===== config.mk =====
export PLATFORM = sky130hd
export DESIGN_NAME = axi_cmd_master
export DESIGN_NICKNAME = d
export VERILOG_FILES = /design/src/rtl/axi_cmd_master.sv
export SDC_FILE = /design/constraint.sdc
export NUM_CORES = 1
export LEC_CHECK = 0
export CORE_MARGIN = 4
export CORE_UTILIZATION = 47
export DETAILED_ROUTE_END_ITERATION = 6
export PLACE_DENSITY_LB_ADDON = 0.12
export REMOVE_ABC_BUFFERS = 1
export SLEW_MARGIN = 20
export SYNTH_ARGS = -nofsm -noshare
export SYNTH_HDL_FRONTEND = slang
export SYNTH_SLANG_ARGS = --single-unit

===== constraint.sdc =====
create_clock -name a_clk -period 4.85 [get_ports a_clk]
set_input_delay 0.97 -clock a_clk [delete_from_list [all_inputs] [get_ports a_clk]]
set_output_delay 0.97 -clock a_clk [all_outputs]
set_load 0.02 [all_outputs]

===== src/rtl/axi_cmd_master.sv =====
// rtl/axi_cmd_master.sv - single-outstanding command port to AXI initiator
//
// Turns one command at a time into an AXI write (AW + W, then B) or read
// (AR, then R) and returns one response. A watchdog ends a transaction that
// gets no beat in time. B/R beats arriving while idle are drained and counted.
//
// Ports:
//   a_clk, a_rst                     clock, synchronous active-high reset
//   cmd_valid/cmd_ready, cmd_we,
//   cmd_addr, cmd_wdata, cmd_be      command in (we=1 write, we=0 read)
//   rsp_valid/rsp_ready, rsp_we,
//   rsp_rdata, rsp_err               response out (err on timeout or resp=1)
//   stray_cnt                        saturating count of beats dropped in idle
//   aw_*, w_*, b_*, ar_*, r_*        AXI initiator channels (18-bit addr, 16-bit data)
module axi_cmd_master #(
    parameter int TIMEOUT = 255,
    parameter int CNT_W   = 8
) (
    input  logic             a_clk,
    input  logic             a_rst,
    input  logic             cmd_valid,
    output logic             cmd_ready,
    input  logic             cmd_we,
    input  logic [17:0]      cmd_addr,
    input  logic [15:0]      cmd_wdata,
    input  logic [1:0]       cmd_be,
    output logic             rsp_valid,
    input  logic             rsp_ready,
    output logic             rsp_we,
    output logic [15:0]      rsp_rdata,
    output logic             rsp_err,
    output logic [CNT_W-1:0] stray_cnt,
    output logic             aw_valid,
    input  logic             aw_ready,
    output logic [17:0]      aw_addr,
    output logic [2:0]       aw_prot,
    output logic             w_valid,
    input  logic             w_ready,
    output logic [15:0]      w_data,
    output logic [1:0]       w_strb,
    input  logic             b_valid,
    output logic             b_ready,
    input  logic             b_resp,
    output logic             ar_valid,
    input  logic             ar_ready,
    output logic [17:0]      ar_addr,
    output logic [2:0]       ar_prot,
    input  logic             r_valid,
    output logic             r_ready,
    input  logic [15:0]      r_data,
    input  logic             r_resp
);
    localparam int TO_W = (TIMEOUT > 0) ? $clog2(TIMEOUT + 1) : 1;

    typedef enum logic [2:0] {
        S_IDLE, S_WR_REQ, S_WR_RESP, S_RD_REQ, S_RD_RESP, S_DONE
    } state_t;

    state_t           state_q, state_d;
    logic [TO_W-1:0]  to_q, to_d;
    logic             cmd_ready_q, cmd_ready_d;
    logic             rsp_valid_q, rsp_valid_d;
    logic             rsp_we_q, rsp_we_d;
    logic [15:0]      rsp_rdata_q, rsp_rdata_d;
    logic             rsp_err_q, rsp_err_d;
    logic [CNT_W-1:0] stray_q, stray_d;
    logic             aw_valid_q, aw_valid_d;
    logic [17:0]      aw_addr_q, aw_addr_d;
    logic             w_valid_q, w_valid_d;
    logic [15:0]      w_data_q, w_data_d;
    logic [1:0]       w_strb_q, w_strb_d;
    logic             b_ready_q, b_ready_d;
    logic             ar_valid_q, ar_valid_d;
    logic [17:0]      ar_addr_q, ar_addr_d;
    logic             r_ready_q, r_ready_d;

    logic             b_beat, r_beat, beat_take, active, to_hit;
    logic [CNT_W:0]   stray_sum;

    assign b_beat    = b_valid & b_ready_q;
    assign r_beat    = r_valid & r_ready_q;
    assign active    = state_q inside {S_WR_REQ, S_WR_RESP, S_RD_REQ, S_RD_RESP};
    // A response beat taken in the same cycle as the timeout wins.
    assign beat_take = ((state_q == S_WR_RESP) & b_beat) | ((state_q == S_RD_RESP) & r_beat);
    assign to_hit    = (TIMEOUT != 0) && (to_q == TO_W'(TIMEOUT));
    // One extra bit so two simultaneous stray beats still saturate correctly.
    assign stray_sum = {1'b0, stray_q} + {{CNT_W{1'b0}}, b_beat} + {{CNT_W{1'b0}}, r_beat};

    always_ff @(posedge a_clk) begin
        if (a_rst) begin
            state_q     <= S_IDLE;
            to_q        <= '0;
            cmd_ready_q <= 1'b0;
            rsp_valid_q <= 1'b0;
            rsp_we_q    <= 1'b0;
            rsp_rdata_q <= '0;
            rsp_err_q   <= 1'b0;
            stray_q     <= '0;
            aw_valid_q  <= 1'b0;
            aw_addr_q   <= '0;
            w_valid_q   <= 1'b0;
            w_data_q    <= '0;
            w_strb_q    <= '0;
            b_ready_q   <= 1'b0;
            ar_valid_q  <= 1'b0;
            ar_addr_q   <= '0;
            r_ready_q   <= 1'b0;
        end else begin
            state_q     <= state_d;
            to_q        <= to_d;
            cmd_ready_q <= cmd_ready_d;
            rsp_valid_q <= rsp_valid_d;
            rsp_we_q    <= rsp_we_d;
            rsp_rdata_q <= rsp_rdata_d;
            rsp_err_q   <= rsp_err_d;
            stray_q     <= stray_d;
            aw_valid_q  <= aw_valid_d;
            aw_addr_q   <= aw_addr_d;
            w_valid_q   <= w_valid_d;
            w_data_q    <= w_data_d;
            w_strb_q    <= w_strb_d;
            b_ready_q   <= b_ready_d;
            ar_valid_q  <= ar_valid_d;
            ar_addr_q   <= ar_addr_d;
            r_ready_q   <= r_ready_d;
        end
    end

    always_comb begin
        state_d     = state_q;
        to_d        = to_q;
        rsp_valid_d = rsp_valid_q;
        rsp_we_d    = rsp_we_q;
        rsp_rdata_d = rsp_rdata_q;
        rsp_err_d   = rsp_err_q;
        stray_d     = stray_q;
        aw_valid_d  = aw_valid_q;
        aw_addr_d   = aw_addr_q;
        w_valid_d   = w_valid_q;
        w_data_d    = w_data_q;
        w_strb_d    = w_strb_q;
        ar_valid_d  = ar_valid_q;
        ar_addr_d   = ar_addr_q;

        if (active) begin
            to_d = to_q + TO_W'(1);
        end

        unique case (state_q)
            S_IDLE: begin
                if (b_beat | r_beat) begin
                    stray_d = stray_sum[CNT_W] ? '1 : stray_sum[CNT_W-1:0];
                end
                if (cmd_valid & cmd_ready_q) begin
                    to_d     = '0;
                    rsp_we_d = cmd_we;
                    if (cmd_we) begin
                        aw_addr_d  = cmd_addr;
                        w_data_d   = cmd_wdata;
                        w_strb_d   = cmd_be;
                        aw_valid_d = 1'b1;
                        w_valid_d  = 1'b1;
                        state_d    = S_WR_REQ;
                    end else begin
                        ar_addr_d  = cmd_addr;
                        ar_valid_d = 1'b1;
                        state_d    = S_RD_REQ;
                    end
                end
            end
            S_WR_REQ: begin
                // AW and W retire independently; move on once both are gone.
                aw_valid_d = aw_valid_q & ~aw_ready;
                w_valid_d  = w_valid_q & ~w_ready;
                if (!aw_valid_d && !w_valid_d) begin
                    state_d = S_WR_RESP;
                end
            end
            S_WR_RESP: begin
                if (b_beat) begin
                    rsp_err_d   = b_resp;
                    rsp_rdata_d = '0;
                    rsp_valid_d = 1'b1;
                    state_d     = S_DONE;
                end
            end
            S_RD_REQ: begin
                if (ar_ready) begin
                    ar_valid_d = 1'b0;
                    state_d    = S_RD_RESP;
                end
            end
            S_RD_RESP: begin
                if (r_beat) begin
                    rsp_err_d   = r_resp;
                    rsp_rdata_d = r_data;
                    rsp_valid_d = 1'b1;
                    state_d     = S_DONE;
                end
            end
            S_DONE: begin
                if (rsp_ready) begin
                    rsp_valid_d = 1'b0;
                    state_d     = S_IDLE;
                end
            end
            default: state_d = S_IDLE;
        endcase

        if (active && to_hit && !beat_take) begin
            aw_valid_d  = 1'b0;
            w_valid_d   = 1'b0;
            ar_valid_d  = 1'b0;
            rsp_err_d   = 1'b1;
            rsp_rdata_d = '0;
            rsp_valid_d = 1'b1;
            state_d     = S_DONE;
        end

        // Ready outputs are registered, so they are derived from the next state.
        cmd_ready_d = (state_d == S_IDLE);
        b_ready_d   = (state_d == S_IDLE) || (state_d == S_WR_RESP);
        r_ready_d   = (state_d == S_IDLE) || (state_d == S_RD_RESP);
    end

    assign cmd_ready = cmd_ready_q;
    assign rsp_valid = rsp_valid_q;
    assign rsp_we    = rsp_we_q;
    assign rsp_rdata = rsp_rdata_q;
    assign rsp_err   = rsp_err_q;
    assign stray_cnt = stray_q;
    assign aw_valid  = aw_valid_q;
    assign aw_addr   = aw_addr_q;
    assign aw_prot   = 3'b000;
    assign w_valid   = w_valid_q;
    assign w_data    = w_data_q;
    assign w_strb    = w_strb_q;
    assign b_ready   = b_ready_q;
    assign ar_valid  = ar_valid_q;
    assign ar_addr   = ar_addr_q;
    assign ar_prot   = 3'b000;
    assign r_ready   = r_ready_q;
endmodule


# --- Yosys cells after proc, flatten, opt, wreduce, memory -nomap -nowiden ---
# Index checks and enable logic that the tools add are counted.
classes:
  addsub: 3
  reduce_logical: 26
  mux: 33
  bitwise: 12
  eq_ne: 17
ops:
  columns: ["cell", "count"]
  rows:
  - ["$mux 16", 2]
  - ["$mux 8", 4]
  - ["$pmux 16 s2", 1]
  - ["$mux 3", 7]
  - ["$pmux 3 s6", 1]
  - ["$reduce_and 3->1", 5]
  - ["$mux 1", 12]
  - ["$ne 2x2->1 const B", 6]
  - ["$add 8x1->9", 1]
  - ["$add 9x1->9", 1]
  - ["$eq 3x2->1 const B", 3]
  - ["$eq 3x3->1 const B", 3]
  - ["$add 8x1->8 const B", 1]
  - ["$eq 8x8->1 const B", 1]
  - ["$pmux 1 s2", 4]
  - ["$reduce_and 4->1", 2]
  - ["$reduce_bool 4->1", 2]
  - ["$and 1x1->1", 7]
  - ["$logic_not 3->1", 2]
  - ["$ne 3x2->1 const B", 2]
  - ["$reduce_bool 2->1", 3]
  - ["$reduce_and 2->1", 2]
  - ["$eq 3x1->1 const B", 1]
  - ["$logic_and 1x1->1", 3]
  - ["9 further kinds", 15]
word_totals:
  out_inout_bits: 93
  in_bits: 64
  register_bits: 98
  wordCells: 108

# --- Logic depth before layout (Yosys ltp) ---
# Gate-level depths: netlist (run 1).
logic_depth:
  word_depth: 9
  mapped_depth: 7
  ltp_nobuf: 7

# --- Worst setup path after synthesis (run 1) ---
# No wires, ideal clock.
synth_path:
  path_kind: "input-to-reg"
  startpoint: "input port r_valid"
  endpoint: "register stray_q[4] (netlist: stray_cnt[4])"
  setup_ns: 0.067
  n_path_buf: 0
  required_ns: 4.783
  slack_ns: 2.299
  arrival_ns: 2.483
  stages: 7
  cell_sequence: "nand2_1 > fa_1 > inv_1 > ha_1 > nand2_1 > or4_4 > a21oi_2"
synth_via:
  elab_chain_len: 3
  elab_cells_between_ends: 5
  cone_classes: "add/sub (1); mux (1); bitwise (2); reduce/logical (1)"
synth_lines:
  columns: ["item", "line", "text"]
  rows:
  - ["start: declaration", "48", "input logic r_valid,"]
  - ["$and 1x1->1 (*)", "81", "assign r_beat = r_valid & r_ready_q;"]
  - ["$add 9x1->9 / $or 1x1->1 (equally long branches)", "87, 151", null]
  - ["$mux 8 / $reduce_and 2->1 (equally long branches)", null, null]
  - ["end signal: assignment", "116", "stray_q <= stray_d;"]
  - ["end: declaration", "66", "logic [CNT_W-1:0] stray_q, stray_d;"]
# Mark *: on every way between the ends. The rest lies on a longest branch, timed or not.
# A chain may end at the register's enable or synchronous reset.

# --- Worst setup path in the final report (run 1) ---
layout_path:
  startpoint: "input port r_valid"
  endpoint: "register stray_q[0] (netlist: stray_cnt[0])"
# The elaborated chain is that of the path after synthesis.

==> results.tsv, run 1 <==
stage	metric	value	unit
clock_tree	cts_resized	0	
clock_tree	cts-root-buf	clkbuf_8	
power_and_ir_drop	sequentialPowerShare	46.7	%
min_path	hp-class	flop to flop	
clock_tree	clock_latency	0.36	ns
timing	period_minus_slack	2.821	ns
power_and_ir_drop	combPwrFrac	22.0	%
power_and_ir_drop	p_switching	0.5556	mW
layout	multiInputGateArea	1841	um^2
critical_path	start_kind	input port	
clock_tree	clock-sinks	98	
route	drcViolationCount	0	
timing	max_freq	354.4	MHz
layout	final_net_count	685	
floorplan	initial_core_util	48.59	%
critical_path	crit_path_frequent_cell	nand2_1	
critical_path	path_max_fanout	5	
synth	synth_edf_count	0	
layout	final_area	5707	um^2
layout	n_fill_cell	647	
route	wl_met1	4470	um
synth	synth_cell_types	54	
timing	setup_tns	0	ns
synth	ys_ff_latch	98	
run_status	outcome	completed	
synth	seq_area_frac_synth	48.89	%
floorplan	rows	33	
floorplan	die_h	100.4	um
power_and_ir_drop	leakagePower	1.929	nW
critical_path	slowest_delay	0.56	ns
global_routing	grt_max_degree	68	
critical_path	path_class	input port to flop	
timing	hold_violations	0	
global_routing	grt-ovfl-total	0	
critical_path	cp_slowest_cell	or4_4	
power_and_ir_drop	clockPowerShare	31.4	%
placement	place_congestion	0.8853	
timing	setup_violations	0	
synth	yosysTopAreaCell	dfxtp_1	
critical_path	cp_num_buf_inv	2	
route	dr_wl_met3	723	um
clock_tree	cts_hold_buf	0	
route	vias	3846	
timing	worst_pin_slew	0.9982	ns
global_routing	grt_pass1_wl	17560	um
clock_tree	cts-htree-levels	3	
placement	post_dp_cell_area	5479	um^2
route	antenna_left	0	
floorplan	core_region_area	8258	um^2
layout	seqCellArea	1962	um^2
clock_tree	path_clk_slew	0.09	ns
global_routing	grt_pass1_vias	3714	
synth	synth_top_area_share	48.89	%
clock_tree	cts_tree	done	
route	wl_per_cell	15.19	um
layout	diodes	0	
job	drv_cap	0	
global_routing	grt_usage	21.71	%
placement	hpwl	8063	um
synth	synthTopCellsByArea	dfxtp_1 49%, nand2_1 13%, a21oi_1 10%	
route	drt_iter0_markers	95	
floorplan	dieArea	10080	um^2
placement	io_buffers	150	
power_and_ir_drop	fin_total_pwr	1.944	mW
layout	area_growth	42.22	%
layout	final_cells	726	
timing	slew_headroom	33.09	%
layout	utilization	69.11	%
critical_path	cpLargestDelayFamily	simple AND/OR/NAND/NOR gates	
power_and_ir_drop	internal_power	1.388	mW
floorplan	die_w	100.4	um
synth	synth_cells	485	
synth	synthFlopType	dfxtp_1	
clock_tree	cts_buffers	9	
global_routing	antenna_found_initial	0	
critical_path	critical_path_arrival	3.10	ns
route	top_layer_used	met4	
power_and_ir_drop	cellPowerDensity	340.6	nW/um^2
placement	dp_cells	712	
clock_tree	clock_path_buffers	2	
timing	period_share	58.17	%
layout	drive_above_1_share	4.670	%
critical_path	path_cells	clkdlybuf4s50_1, nand2_1, fa_1, inv_1, ha_1, nand2_1, or4_4, a21oi_1	
timing	rsz0062_at_grt	false	
route	drt-total-wl	11030	um
synth	synthArstFlopShare	0	%
synth	syn_area	4013	um^2
clock_tree	cts_setup_buffers	0	
power_and_ir_drop	ir_drop	0.2130	mV
route	first_pass_iters	4	
power_and_ir_drop	sw_frac_of_total	28.58	%
floorplan	pin_count	157	
timing	maxSlewViolCount	0	
critical_path	critPathCaptureType	flop	
critical_path	required	5.13	ns
route	vias_per_cell	5.298	
route	wl_met2	5558	um
synth	yosys_warnings	0	
synth	syn_avg_cell_area	8.273	um^2
timing	finClkSkew	0.009369	ns
worst paths after layout:
check                           slack [ns]  cells past startpoint       start      endpoint
worst min register to register        0.46                      2  aw_addr[2]    aw_addr[2]
worst max-delay path                  2.03                      8     r_valid  stray_cnt[0]
worst max register to register        2.34                      4  state_q[0]       r_ready
worst min-delay path                  0.46                      2  aw_addr[2]    aw_addr[2]
area by class of cell:
type / count / area share [%]
clock buffers: 9 / 2.171
clock inverters: 5 / 1.820
inverters: 7 / 0.4604
multi-input cells: 349 / 32.25
flip-flops and latches: 98 / 34.38
well taps: 105 / 2.302
repair buffers: 153 / 26.62
Yosys cell counts (all sizes together), types with 3 or more instances:
| master | instances |
|---|---|
| buf | 26 |
| inv | 7 |
| or4 | 3 |
| a21oi | 83 |
| o21ai | 6 |
| and3b | 3 |
| dfxtp | 98 |
| clkbuf | 10 |
| xor2 | 6 |
| nand3 | 26 |
| or3 | 6 |
| nand2 | 140 |
| nor3 | 8 |
| nor2 | 12 |
| nor2b | 4 |
| and3 | 3 |
cells by family after synthesis:
family	count (synthesis)	share of synthesized area [%]
AOI/OAI and AO/OA	109	16.25
adders and majority gates	3	1.122
muxes	3	0.7795
and+or+nand+nor	220	25.41
DFF	98	48.89
xor gates and xnor gates	8	1.746
other	1	0.09346
buffers and inverters	43	5.706
per-layer routing:
| layer | track usage, % | vias up |
|---|---|---|
| li1 | - | 1899 |
| met1 | 26.64 | 1794 |
| met2 | 37.61 | 129 |
| met3 | 4.100 | 24 |
| met4 | 8.290 | 0 |
| met5 | 0 | - |
cells in the final DEF, fill, tap and decap left out, types with 4 or more instances in the layout:
cell type	count
nor2_1	12
dfxtp_1	98
inv_1	7
clkdlybuf4s50_1	149
nor3_1	6
nand2_1	140
conb_1	6
a21oi_1	82
or3_1	5
clkbuf_8	9
o21ai_0	5
nor2b_1	4
nand3_1	26
xor2_1	6
flip-flops by register name, indices dropped and copies added (netlist names):
name,flops
ar_addr,18
ar_valid,1
aw_addr,18
aw_valid,1
b_ready,1
cmd_ready,1
r_ready,1
rsp_err,1
rsp_rdata,16
rsp_valid,1
rsp_we,1
state_q,3
stray_cnt,8
to_q,8
w_data,16
w_strb,2
w_valid,1
power by group through the flow:
stage	sequential (mW)	combinational [mW]	clock (mW)
6_report	0.907	0.427	0.610
5_1_grt	0.915	0.466	0.650
4_1_cts	0.906	0.431	0.617
3_5_place_dp	0.925	0.427	0
3_3_place_gp	0.922	0.418	0
2_1_floorplan	0.971	0.167	0
worst reg2reg max path: stages, from the launching register on:
cell     delay (ns)
dfxtp_1        0.83
nor3_2         0.21
or3_4          0.46
o31ai_4        0.74
nor3_1         0.13
metrics by stage:
step / setup WS (ns) / hold WS [ns]
6_report: 2.029 / 0.4559
3_5_place_dp: 1.664 / 0.4425
2_1_floorplan: 2.301 / 0.4673
3_3_place_gp: 1.721 / 0.4378
4_1_cts: 2.049 / 0.4561
5_1_grt: 1.903 / 0.4832
Note: power is estimated with default switching activity, not from simulation.
==> run 2: changes to the inputs <==
- CORE_UTILIZATION: 47 -> 44
- clock period: 4.85 -> 2.7 ns (I/O delays scaled with it)
==> results.tsv, run 2 (synthesized netlist as in run 1, its figures left out) <==
stage	metric	value	unit
global_routing	antenna_found_initial	0	
route	drcViolationCount	0	
global_routing	grt_max_degree	64	
route	vias_per_cell	5.227	
critical_path	path_cells	clkdlybuf4s50_1, nand2_1, fa_1, inv_1, ha_1, nand2_1, or4_4, a21oi_2	
power_and_ir_drop	internal_power	2.252	mW
route	drt-total-wl	11100	um
critical_path	path_max_fanout	5	
route	drt_iter0_markers	143	
critical_path	critical_path_arrival	2.60	ns
layout	multiInputGateArea	1841	um^2
floorplan	die_h	103.5	um
power_and_ir_drop	leakagePower	1.940	nW
floorplan	initial_core_util	45.57	%
layout	seqCellArea	1962	um^2
critical_path	cpLargestDelayFamily	simple AND/OR/NAND/NOR gates	
critical_path	crit_path_frequent_cell	nand2_1	
power_and_ir_drop	fin_total_pwr	3.284	mW
clock_tree	cts_buffers	9	
clock_tree	cts-root-buf	clkbuf_8	
timing	worst_pin_slew	0.6665	ns
min_path	holdCritStartpoint	a_rst	
global_routing	grt_pass1_vias	3622	
clock_tree	clock_path_buffers	2	
layout	final_net_count	695	
clock_tree	cts_resized	0	
clock_tree	cts_hold_buf	0	
timing	maxSlewViolCount	0	
critical_path	path_class	input port to flop	
timing	finClkSkew	0.009373	ns
clock_tree	cts_setup_buffers	0	
placement	hpwl	8084	um
critical_path	rr_startpoint	state_q[1]	
floorplan	dieArea	10710	um^2
clock_tree	cts_tree	done	
layout	area_growth	42.94	%
timing	hold_violations	0	
floorplan	pin_count	157	
route	vias	3873	
floorplan	core_region_area	8806	um^2
global_routing	grt_usage	20.25	%
placement	io_buffers	150	
power_and_ir_drop	cellPowerDensity	572.6	nW/um^2
power_and_ir_drop	sequentialPowerShare	49.3	%
run_status	outcome	completed	
floorplan	rows	34	
critical_path	cp_slowest_cell	or4_4	
power_and_ir_drop	combPwrFrac	24.5	%
route	first_pass_iters	5	
power_and_ir_drop	ir_drop	0.4072	mV
route	antenna_left	0	
layout	layout_common_cells	149 x clkdlybuf4s50_1, 140 x nand2_1, 98 x dfxtp_1	
job	drv_cap	0	
timing	setup_tns	0	ns
route	wl_per_cell	14.98	um
power_and_ir_drop	clockPowerShare	26.2	%
critical_path	crit_start	r_valid	
critical_path	required	2.98	ns
layout	mostFrequentLayoutCell	clkdlybuf4s50_1	
placement	place_congestion	0.8492	
layout	drive_above_1_share	6.319	%
layout	n_fill_cell	768	
global_routing	grt_pass1_wl	17280	um
min_path	hp-class	input port to flop	
power_and_ir_drop	p_switching	1.032	mW
timing	slew_headroom	55.57	%
critical_path	cp_num_buf_inv	2	
critical_path	critPathCaptureType	flop	
critical_path	start_kind	input port	
timing	period_share	85.85	%
clock_tree	clock_latency	0.35	ns
timing	period_minus_slack	2.318	ns
timing	max_freq	431.4	MHz
floorplan	die_w	103.5	um
power_and_ir_drop	sw_frac_of_total	31.43	%
timing	setup_violations	0	
critical_path	slowest_delay	0.57	ns
layout	diodes	0	
clock_tree	cts-htree-levels	3	
clock_tree	clock-sinks	98	
timing	rsz0062_at_grt	false	
global_routing	grt-ovfl-total	0	
clock_tree	path_clk_slew	0.09	ns
-- run 2: cell count changes in the layout (fill, tap and decap cells not counted) --
| cell | previous run | this run |
|---|---|---|
| bufinv_16 | 3 | 0 |
| inv_8 | 0 | 1 |
| clkinv_2 | 1 | 0 |
| buf_4 | 3 | 13 |
| clkbuf_1 | 0 | 1 |
| clkinvlp_4 | 0 | 4 |
-- run 2: power by group through the flow --
stage | Clock (mW) | Combinational, mW | Sequential, mW
4_1_cts | 0.891 | 0.809 | 1.62
3_3_place_gp | 0 | 0.788 | 1.65
6_report | 0.861 | 0.803 | 1.62
5_1_grt | 0.969 | 0.878 | 1.63
3_5_place_dp | 0 | 0.801 | 1.65
2_1_floorplan | 0 | 0.300 | 1.74
-- run 2: cell type report --
cell class	instances	area share, %
Sequential cell	98	34.21
Clock inverter	6	0.8726
Multi-Input combinational cell	349	32.09
Inverter	7	0.4581
Tap cell	108	2.356
Timing Repair Buffer	163	27.79
Clock buffer	10	2.225
-- run 2: layer usage --
metal	track usage (%)	vias to the layer above	wire length (um)
li1	-	1919	-
met1	25.70	1798	4621
met2	33.04	140	5339
met3	4.762	16	918
met4	8.466	0	223
met5	0	-	0
-- run 2: stage by stage --
step | cells | utilization (%) | worst slack (ns) | area, um^2 | hold slack (ns)
after CTS | 741 | 65.13 | 0.3958 | 5736 | 0.4151
after detailed placement | 725 | 63.11 | 0.05470 | 5558 | 0.4440
after global routing | 741 | 65.13 | 0.3365 | 5736 | 0.4219
after global placement | 725 | 63.11 | 0.1312 | 5558 | 0.4371
final | 741 | 65.13 | 0.3821 | 5736 | 0.4273
after floorplan | 454 | - | 0.5805 | 3829 | 0.4673
-- run 2: path summary, 6_finish.rpt --
kind,endpoint,slack (ns),cells after the start
setup / recovery,stray_cnt[4],0.38,8
hold / removal,rsp_valid,0.43,2
setup reg to reg,rsp_rdata[4],0.55,5
hold reg to reg,rsp_rdata[8],0.45,2
==> run 3: changes to the inputs <==
- HOLD_SLACK_MARGIN: default -> 0.06
- PLACE_DENSITY: default -> 0.78
- PLACE_DENSITY_LB_ADDON: 0.12 -> default
==> results.tsv, run 3 (synthesized netlist as in run 1, its figures left out) <==
stage	metric	value	unit
run_status	outcome	completed	
floorplan	die_h	103.5	um
clock_tree	cts-htree-levels	3	
layout	n_fill_cell	768	
floorplan	pin_count	157	
critical_path	path_max_fanout	5	
floorplan	core_region_area	8806	um^2
timing	max_freq	438.3	MHz
route	wl_per_cell	15.21	um
clock_tree	path_clk_slew	0.09	ns
route	drt_iter0_markers	150	
placement	hpwl	8343	um
placement	io_buffers	150	
layout	final_net_count	695	
timing	rsz0062_at_grt	false	
job	drv_cap	0	
clock_tree	cts_buffers	9	
route	drcViolationCount	0	
layout	layout_common_cells	149 x clkdlybuf4s50_1, 140 x nand2_1, 98 x dfxtp_1	
layout	drive_above_1_share	6.319	%
global_routing	antenna_found_initial	0	
min_path	hp-class	flop to flop	
clock_tree	cts_resized	0	
timing	hold_violations	0	
timing	period_share	84.50	%
critical_path	critical_path_arrival	2.56	ns
power_and_ir_drop	ir_drop	0.3124	mV
placement	dp_slack	0.05059	ns
floorplan	rows	34	
layout	multiInputGateArea	1841	um^2
critical_path	required	2.98	ns
route	antenna_left	0	
clock_tree	clock_path_buffers	2	
timing	slew_headroom	58.77	%
critical_path	critPathCaptureType	flop	
critical_path	start_kind	input port	
power_and_ir_drop	cellPowerDensity	572.3	nW/um^2
global_routing	grt_pass1_wl	17620	um
timing	finClkSkew	0.01608	ns
timing	worst_pin_slew	0.6176	ns
route	drt-total-wl	11270	um
floorplan	die_w	103.5	um
route	first_pass_iters	4	
power_and_ir_drop	fin_total_pwr	3.284	mW
clock_tree	cts_setup_buffers	0	
clock_tree	clock-sinks	98	
layout	mostFrequentLayoutCell	clkdlybuf4s50_1	
layout	diodes	0	
power_and_ir_drop	leakagePower	1.958	nW
route	vias	3865	
global_routing	grt_pass1_vias	3656	
layout	seqCellArea	1962	um^2
global_routing	grt-ovfl-total	0	
layout	area_growth	43.03	%
critical_path	path_class	input port to flop	
floorplan	dieArea	10710	um^2
timing	setup_violations	0	
global_routing	grt_max_degree	48	
timing	setup_tns	0	ns
timing	period_minus_slack	2.281	ns
clock_tree	clock_latency	0.36	ns
placement	place_congestion	0.8338	
timing	maxSlewViolCount	0	
timing	whs	0.4529	ns
global_routing	grt_usage	20.58	%
timing	setup_ws	0.4186	ns
route	vias_per_cell	5.216	
floorplan	initial_core_util	45.57	%
clock_tree	cts_hold_buf	0	
clock_tree	cts_tree	done	
clock_tree	cts-root-buf	clkbuf_8	
==> run 3: cell type report <==
cell class,instances,share of cell area (%)
Sequential cell,98,34.18
Tap cell,108,2.354
Timing Repair Buffer,163,27.99
Clock inverter,6,0.7194
Clock buffer,10,2.224
Inverter,7,0.4578
Multi-Input combinational cell,349,32.07
==> run 3: final timing paths <==
kind	start	to	slack (ns)	cells after the start
setup / recovery	b_valid	stray_cnt[1]	0.42	8
hold / removal	rsp_rdata[5]	rsp_rdata[5]	0.45	2
setup reg to reg	state_q[1]	rsp_rdata[6]	0.53	5
hold reg to reg	rsp_rdata[5]	rsp_rdata[5]	0.45	2
==> run 3: power by group <==
group	internal, mW	switching (mW)
clock network	0.340	0.519
logic	0.367	0.428
registers	1.54	0.0897
==> run 3: layer usage <==
| metal | GRT usage [%] | part of all wire [%] | up-vias |
|---|---|---|---|
| met2 | 34.31 | 47 | 135 |
| met3 | 5.164 | 8.8 | 11 |
| li1 | - | - | 1930 |
| met5 | 0 | 0 | - |
| met1 | 26.51 | 43 | 1789 |
| met4 | 5.677 | 1.1 | 0 |
==> run 3: stage by stage <==
stage	instance area, um^2	cells	util [%]
global placement	5570	725	63.26
finish	5739	741	65.17
global route	5739	741	65.17
floorplan	3829	454	-
CTS	5739	741	65.17
detailed placement	5570	725	63.26
==> run 3: critical path, cell delays in order <==
cell             delay (ns)
clkdlybuf4s50_1        0.50
nand2_1                0.10
fa_1                   0.40
inv_1                  0.07
ha_1                   0.16
nand2_1                0.05
or4_4                  0.56
a21oi_1                0.17
